[src/rtl/ws2812_pkg.sv]
// Shared definitions for the WS2812 serial receiver: data width, default
// 100 MHz timing constants and the receiver state encoding.
package ws2812_pkg;

    localparam int W_DATA = 24;

    // Nominal WS2812 timing in 100 MHz clk cycles.
    localparam int WS_T0H        = 40;    // nominal high time of a 0 bit
    localparam int WS_T1H        = 80;    // nominal high time of a 1 bit
    localparam int WS_T_THRESH   = 60;    // 0/1 decision point
    localparam int WS_T_HIGH_MAX = 150;   // longest legal high pulse
    localparam int WS_T_RESET    = 5000;  // 50 us low = frame latch

    typedef enum logic [1:0] {
        ST_SYNC = 2'd0,   // waiting for a full reset-length low before trusting the line
        ST_IDLE = 2'd1,   // between frames, waiting for the first rising edge
        ST_HIGH = 2'd2,   // measuring a high pulse
        ST_LOW  = 2'd3    // measuring the low gap after a bit
    } ws2812_rx_state_t;

endpackage

[src/rtl/ws2812_rx_sync.sv]
// Two-flop synchronizer for the asynchronous WS2812 line, followed by one
// history flop so rising and falling edges of the synchronized level can be
// flagged for a single cycle.
module ws2812_rx_sync (
    input  logic clk,
    input  logic rst_n,
    input  logic din,
    output logic line,
    output logic rise,
    output logic fall
);

    // sh_q[0], sh_q[1]: synchronizer; sh_q[2]: previous synchronized level
    logic [2:0] sh_q;
    logic [2:0] sh_d;

    // Shift the raw line into the synchronizer chain
    always_comb begin
        sh_d = {sh_q[1:0], din};
    end

    // Synchronizer and history registers
    always_ff @(posedge clk or negedge rst_n) begin
        if (!rst_n) begin
            sh_q <= '0;
        end else begin
            sh_q <= sh_d;
        end
    end

    assign line = sh_q[1];
    assign rise =  sh_q[1] & ~sh_q[2];
    assign fall = ~sh_q[1] &  sh_q[2];

endmodule

[src/rtl/ws2812_rx.sv]
// WS2812 serial receiver: decodes high-pulse widths into bits, assembles
// 24-bit pixel words (first bit in the MSB), numbers pixels within a frame
// and flags frame latches and protocol errors.
// Optional build macro WS2812_RX_ERRCNT_EN enables the saturating 8-bit
// error counter on err_cnt; without it err_cnt reads 0.
module ws2812_rx
    import ws2812_pkg::*;
#(
    parameter int T_THRESH   = WS_T_THRESH,
    parameter int T_HIGH_MAX = WS_T_HIGH_MAX,
    parameter int T_RESET    = WS_T_RESET,
    parameter int W_ADDR     = 6,
    parameter int N_LEDS     = 64
) (
    input  logic              clk,
    input  logic              rst_n,
    input  logic              din,
    output logic              pix_valid,
    output logic [W_DATA-1:0] pix_data,
    output logic [W_ADDR-1:0] pix_addr,
    output logic              frame_done,
    output logic              err,
    output logic [7:0]        err_cnt
);

    // Duration counters saturate at T_RESET, so they never wrap.
    localparam int CW = $clog2(T_RESET + 1);
    // One extra address bit so the counter can park at N_LEDS.
    localparam int AW = W_ADDR + 1;
    localparam int BW = $clog2(W_DATA);

    localparam logic [CW-1:0] T_RESET_C  = CW'(T_RESET);
    localparam logic [CW-1:0] T_THRESH_C = CW'(T_THRESH);
    localparam logic [CW-1:0] T_HMAX_C   = CW'(T_HIGH_MAX);
    localparam logic [AW-1:0] N_LEDS_C   = AW'(N_LEDS);
    localparam logic [BW-1:0] LAST_BIT_C = BW'(W_DATA - 1);

    function automatic logic [CW-1:0] sat_inc(input logic [CW-1:0] v);
        if (v >= T_RESET_C) begin
            return T_RESET_C;
        end
        return v + 1'b1;
    endfunction

    logic line;
    logic rise;
    logic fall;

    ws2812_rx_sync u_sync (
        .clk   (clk),
        .rst_n (rst_n),
        .din   (din),
        .line  (line),
        .rise  (rise),
        .fall  (fall)
    );

    ws2812_rx_state_t  state_q,      state_d;
    logic [CW-1:0]     hcnt_q,       hcnt_d;
    logic [CW-1:0]     lcnt_q,       lcnt_d;
    logic [BW-1:0]     bit_cnt_q,    bit_cnt_d;
    // Bits received so far; the final bit is appended directly at completion.
    logic [W_DATA-2:0] shift_q,      shift_d;
    logic [W_DATA-1:0] pix_data_q,   pix_data_d;
    logic              pix_valid_q,  pix_valid_d;
    logic              frame_done_q, frame_done_d;
    logic              err_q,        err_d;
    logic [AW-1:0]     addr_q,       addr_d;
    logic              addr_inc_q,   addr_inc_d;
    logic              ovf_q,        ovf_d;

    logic              bit_v;
    logic              addr_full;
    logic [CW-1:0]     lcnt_inc;

    assign addr_full = (addr_q == N_LEDS_C);
    assign lcnt_inc  = sat_inc(lcnt_q);

    // Next-state, counter, word assembly and pulse generation
    always_comb begin
        state_d      = state_q;
        hcnt_d       = hcnt_q;
        lcnt_d       = lcnt_q;
        bit_cnt_d    = bit_cnt_q;
        shift_d      = shift_q;
        pix_data_d   = pix_data_q;
        pix_valid_d  = 1'b0;
        frame_done_d = 1'b0;
        err_d        = 1'b0;
        addr_d       = addr_q;
        addr_inc_d   = 1'b0;
        ovf_d        = ovf_q;
        bit_v        = (hcnt_q >= T_THRESH_C);

        // Address advances the cycle after a pixel is delivered.
        if (addr_inc_q) begin
            addr_d = addr_q + 1'b1;
        end

        case (state_q)
            ST_SYNC: begin
                if (line) begin
                    lcnt_d = '0;
                end else if (lcnt_inc == T_RESET_C) begin
                    lcnt_d  = '0;
                    state_d = ST_IDLE;
                end else begin
                    lcnt_d = lcnt_inc;
                end
            end

            ST_IDLE: begin
                if (rise) begin
                    hcnt_d  = CW'(1);
                    state_d = ST_HIGH;
                end
            end

            ST_HIGH: begin
                if (hcnt_q > T_HMAX_C) begin
                    // Over-long pulse: drop the word and resynchronize.
                    err_d     = 1'b1;
                    shift_d   = '0;
                    bit_cnt_d = '0;
                    lcnt_d    = '0;
                    state_d   = ST_SYNC;
                end else if (fall) begin
                    shift_d = {shift_q[W_DATA-3:0], bit_v};
                    lcnt_d  = '0;
                    state_d = ST_LOW;
                    if (bit_cnt_q == LAST_BIT_C) begin
                        bit_cnt_d = '0;
                        shift_d   = '0;
                        if (!addr_full) begin
                            pix_valid_d = 1'b1;
                            pix_data_d  = {shift_q, bit_v};
                            addr_inc_d  = 1'b1;
                        end else if (!ovf_q) begin
                            // Only the first surplus pixel of a frame is flagged.
                            err_d = 1'b1;
                            ovf_d = 1'b1;
                        end
                    end else begin
                        bit_cnt_d = bit_cnt_q + 1'b1;
                    end
                end else begin
                    hcnt_d = sat_inc(hcnt_q);
                end
            end

            ST_LOW: begin
                if (rise) begin
                    hcnt_d  = CW'(1);
                    state_d = ST_HIGH;
                end else if (lcnt_inc == T_RESET_C) begin
                    frame_done_d = 1'b1;
                    addr_d       = '0;
                    ovf_d        = 1'b0;
                    lcnt_d       = '0;
                    state_d      = ST_IDLE;
                    if (bit_cnt_q != '0) begin
                        // Latch arrived mid-word: the partial word is lost.
                        err_d     = 1'b1;
                        bit_cnt_d = '0;
                        shift_d   = '0;
                    end
                end else begin
                    lcnt_d = lcnt_inc;
                end
            end

            default: begin
                state_d = ST_SYNC;
            end
        endcase
    end

    // State, counters, word buffer and output pulse registers
    always_ff @(posedge clk or negedge rst_n) begin
        if (!rst_n) begin
            state_q      <= ST_SYNC;
            hcnt_q       <= '0;
            lcnt_q       <= '0;
            bit_cnt_q    <= '0;
            shift_q      <= '0;
            pix_data_q   <= '0;
            pix_valid_q  <= 1'b0;
            frame_done_q <= 1'b0;
            err_q        <= 1'b0;
            addr_q       <= '0;
            addr_inc_q   <= 1'b0;
            ovf_q        <= 1'b0;
        end else begin
            state_q      <= state_d;
            hcnt_q       <= hcnt_d;
            lcnt_q       <= lcnt_d;
            bit_cnt_q    <= bit_cnt_d;
            shift_q      <= shift_d;
            pix_data_q   <= pix_data_d;
            pix_valid_q  <= pix_valid_d;
            frame_done_q <= frame_done_d;
            err_q        <= err_d;
            addr_q       <= addr_d;
            addr_inc_q   <= addr_inc_d;
            ovf_q        <= ovf_d;
        end
    end

`ifdef WS2812_RX_ERRCNT_EN
    logic [7:0] err_cnt_q;
    logic [7:0] err_cnt_d;

    // Saturating count of error pulses, stepping on the same edge as err
    always_comb begin
        err_cnt_d = err_cnt_q;
        if (err_d && (err_cnt_q != 8'hFF)) begin
            err_cnt_d = err_cnt_q + 8'd1;
        end
    end

    // Error counter register, cleared only by reset
    always_ff @(posedge clk or negedge rst_n) begin
        if (!rst_n) begin
            err_cnt_q <= '0;
        end else begin
            err_cnt_q <= err_cnt_d;
        end
    end

    assign err_cnt = err_cnt_q;
`else
    assign err_cnt = '0;
`endif

    assign pix_valid  = pix_valid_q;
    assign pix_data   = pix_data_q;
    assign pix_addr   = addr_q[W_ADDR-1:0];
    assign frame_done = frame_done_q;
    assign err        = err_q;

endmodule

[config.mk]
export PLATFORM = sky130hd
export DESIGN_NAME = ws2812_rx
export DESIGN_NICKNAME = d
export VERILOG_FILES = /design/src/rtl/ws2812_pkg.sv /design/src/rtl/ws2812_rx_sync.sv /design/src/rtl/ws2812_rx.sv
export SDC_FILE = /design/constraint.sdc
export NUM_CORES = 1
export LEC_CHECK = 0
export BUFFER_PORTS_ARGS = -buffer_cell sky130_fd_sc_hd__buf_2
export CAP_MARGIN = 10
export CELL_PAD_IN_SITES_DETAIL_PLACEMENT = 0
export CELL_PAD_IN_SITES_GLOBAL_PLACEMENT = 1
export CORE_MARGIN = 3
export CORE_UTILIZATION = 42
export DETAILED_ROUTE_END_ITERATION = 12
export PLACE_DENSITY_LB_ADDON = 0.1
export SKIP_LAST_GASP = 1
export SLEW_MARGIN = 20
export SYNTH_ARGS = -nofsm -noshare
export SYNTH_HDL_FRONTEND = slang
export SYNTH_SLANG_ARGS = --single-unit
[constraint.sdc]
create_clock -name clk -period 2.3 [get_ports clk]
set_input_delay 0.345 -clock clk [delete_from_list [all_inputs] [get_ports clk]]
set_output_delay 0.345 -clock clk [all_outputs]
set_load 0.02 [all_outputs]
==> results list <==
- DRC violation count after routing: 0
* Number of global-route vias before repair: around 3500
- Final Setup Violations: 0
- Unrepaired setup endpoints after global routing: true
- The startpoint identified for the worst register-to-register timing path is hcnt_q[11].
- Effective utilization at floorplan: 44.21%
- The clock passes through at most 2 buffers.
- Summed over all nets, the half-perimeter wirelength after detailed placement is between 6000 and 7000 um.
- After synthesis the netlist holds a flip-flop and latch count of 94.
- Data on the critical path arrives at its endpoint at 2.50 ns.
* Clock tree from TritonCTS: built
* Area growth syn-to-layout: 15.70%
- In this run the cell area measured after placement is around 5200 um2.
* Areal power density over the cells: around 530 nW/um2
* Stages on worst setup path: 7
* Starting DRC count in detailed routing: about 190
- The kind of cell with the highest combined delay along the critical path is simple AND/OR/NAND/NOR gates.
- The number of cells on the worst reg-to-reg path is 7.
* Maximum number of pins on one net before global-route repair: a little over 40
- Placer congestion estimate: 0.8559
- Leaving out fill and tap cells, the most frequent cells in the layout are 101 x sky130_fd_sc_hd__nand2_1, 93 x sky130_fd_sc_hd__dfrtp_1, 34 x sky130_fd_sc_hd__buf_4, 34 x sky130_fd_sc_hd__buf_2, 24 x sky130_fd_sc_hd__nor2_1.
* Cell Count Post-Placement: roughly 650
- For the worst setup path, the data required time is ~2.6 ns.
- The critical path is of the reg2reg type.
- Pins over their slew limit: 0
- Among all flip-flop cells after synthesis, the most frequent one is sky130_fd_sc_hd__dfrtp_1.
- Buffers added to address setup during post-CTS repair amount to 0.
* Ordered list of cells on the worst path: or4_4, nor2_4, nand3_2, or4_1, buf_6, nand2_1, nand2_1
- DR WL/cell: around 15 um
- The cell sitting at the root of the clock tree is a sky130_fd_sc_hd__clkbuf_8.
* Cell count after synthesis: between 400 and 500
* Destination of the worst hold path: u_sync.sh_q[0]
- The share of the Yosys chip area taken by registers is 50.19%.
* Number of warnings printed during yosys synthesis: 0
- Count of placed standard cells in the final layout, fillers left out: around 670
- Across every metal layer, demand over resource in global routing totals between 15 and 20%.
- After synthesis, the netlist uses 67 different library cells.
- Cell type with the highest occurrence count on the critical path: sky130_fd_sc_hd__nand2_1
* Static power due to leakage: about 2.7 nW
* Fin area: 5423 um2
- Overflow left after global routing: 0
* Number of buffers created by CTS: 9
* Max-cap violations: 0
* Total wire length after detailed routing: approximately 10000 um
- Area of the core region: ~11000 um2
- The number of buffers and inverters on the critical path is 1.
* Share of final-layout standard cells stronger than drive strength 1: about a quarter
- Slew at the pin closest to its max-slew limit: between 0.5 and 0.6 ns
- After synthesis the cells add up to 4687 um2.
- After layout, the worst path uses 97.46% of the clock period.
- Among all stages on the critical path, the largest delay is contributed by sky130_fd_sc_hd__or4_4.
- Fraction of registers with async set/reset: 100.0%
* Fin Hold WS: 0.07359 ns
- Vertical die dimension: between 100 and 150 um
- Maximum clock skew at final layout: between 0.009 and 0.01 ns
- Dividing the detail-routed via count by the number of cells gives 5.391.
* Worst-skew pair later-pin latency: roughly 0.37 ns
- The H-tree was split into 3 levels.
* Clk pin slew, worst setup/hold paths: approximately 0.10 ns
- The worst setup path is captured at a flop.
* Worst hold path startpoint: din
- Along the worst path, the maximum fanout reaches 23.
- The synthesized design contains 0 enable-type register cells.
* First-pass GRT wire length: approximately 17000 um
- Max-Slew Margin vs Limit: 63.67%
* Peak supply drop: 0.0002416 V
- Worst hold path cell count: 1
- Final number of hold-violating endpoints: 0
- STA classifies the critical path startpoint as a flop.
* Clock sink count: 94
- I/O pin count: between 40 and 50
* N_diodes: 0
- The library cell used most frequently in the layout, excluding fill and tap cells, is sky130_fd_sc_hd__nand2_1.
- Chip width: 111.6 um
- Total die area: 12460 um2
- Number of routed nets with antenna violations: 0
- FF-to-FF End: pix_data[12]
- Detailed-route via count: 3585
* Min Clock Period, post-route: 2.242 ns
- The flow ran to the end, and the final reports show no timing, DRC or antenna violations.
- For this run, the slowest stage of the critical path takes approximately 0.55 ns.
- The pre-antenna-repair detailed-routing pass consisted of 4 iterations.
- A synthesized cell averages 10.04 um2.
- Rows: 37
- Power comes to ~0.0029 W.
* Maximum operating frequency: 0.4461 GHz
- Net total in the final layout: 535
* Min-delay worst type: in2reg
- For flop-to-flop paths, the worst setup slack is about 0.06 ns.
- Antenna violations before repair: 0
- Number of buffers added on ports: 35
[state kept, by name, indices dropped and copies added (netlist names)]
name / flops
addr_inc_q: 1
bit_cnt_q: 5
u_sync.sh_q: 3
frame_done: 1
addr_q: 7
ovf_q: 1
shift_q: 23
state_q: 2
pix_data: 24
hcnt_q: 13
lcnt_q: 13
err: 1
[power by group]
part | switching [W] | internal (W) | leakage (nW) | total (W)
Sequential | 0.00000918 | 0.00166 | 1.30 | 0.00167
Combinational | 0.0000743 | 0.0000272 | 1.27 | 0.000102
Clock | 0.000631 | 0.000461 | 0.0886 | 0.00109
[stage by stage]
step	utilization, %	setup TNS (ns)	worst slack (ns)
6_report	51.15	0	0.05835
2_1_floorplan	-	0	0.1227
5_1_grt	51.15	-0.6951	-0.04144
3_3_place_gp	48.74	-1.175	-0.07256
4_1_cts	50.87	0	0.01966
3_5_place_dp	48.74	-1.726	-0.09696
[cell families (layout without fill, tap and decap cells)]
kind of cell,count (synthesis),in the layout,synth area share [%]
other,1,8,0.08001
AND/OR/NAND/NOR,202,202,21.86
buffers and inverters,54,108,6.674
AO/OA/AOI/OAI,94,95,16.20
multiplexers,4,4,0.9876
adder cells (fa/ha/maj),8,8,2.136
XOR/XNOR,10,10,1.869
flip-flops,94,94,50.19
[how the worst max path moves through the flow]
stage / slack (ns) / end / startpoint
2_1_floorplan: 0.12 / bit_cnt_q[3] / lcnt_q[0]
3_3_place_gp: -0.07 / bit_cnt_q[0] / lcnt_q[1]
3_5_place_dp: -0.1 / bit_cnt_q[0] / lcnt_q[1]
4_1_cts: 0.02 / bit_cnt_q[0] / lcnt_q[0]
5_1_grt: -0.04 / bit_cnt_q[0] / lcnt_q[0]
6_report: 0.06 / pix_data[12] / hcnt_q[11]
[cells in the mapped netlist (all sizes together) (4+ instances only)]
| master | count | area (um2) |
|---|---|---|
| nand2 | 102 | 390.4 |
| dfrtp | 94 | 2352 |
| buf | 30 | 222.7 |
| a22o | 25 | 225.2 |
| nor2 | 25 | 101.4 |
| inv | 17 | 63.81 |
| o21ai | 17 | 96.35 |
| nand3 | 15 | 92.59 |
| and2 | 9 | 58.81 |
| a31oi | 8 | 50.05 |
| ha | 8 | 100.1 |
| nand4 | 8 | 65.06 |
| nor3 | 8 | 40.04 |
| a21oi | 7 | 35.03 |
| clkbuf | 7 | 26.28 |
| o31ai | 6 | 45.04 |
| or4 | 6 | 52.55 |
| xnor2 | 6 | 52.55 |
| a211oi | 5 | 60.05 |
| and3 | 5 | 31.28 |
| and4 | 4 | 35.03 |
| nor2b | 4 | 25.02 |
| nor4b | 4 | 35.03 |
| o211ai | 4 | 30.03 |
| xor2 | 4 | 35.03 |
[metal layers]
metal	global-route usage [%]	wire length, um	up-vias
met5	0	0	-
met4	5.839	143	0
met3	2.826	292	11
met2	26.54	4540	54
met1	23.40	4976	1781
li1	-	-	1739
[layout make-up]
type                       count  area (um2)
timing repair buffer          75       546.8
multi-input combinational    327        2097
fill                         984        5179
sequential                    94        2354
clock inverter                 5       40.04
clock buffer                  11       151.4
tap                          136       170.2
inverter                      17       63.81
[repair_timing]
action	CTS	global route
resized for setup	4	9
pin swaps	1	3
endpoints found under the setup margin	27	58
hold endpoints to repair	38	0
cloned	1	0
hold buffers	1	0
Power figures use the tool's default switching activity.
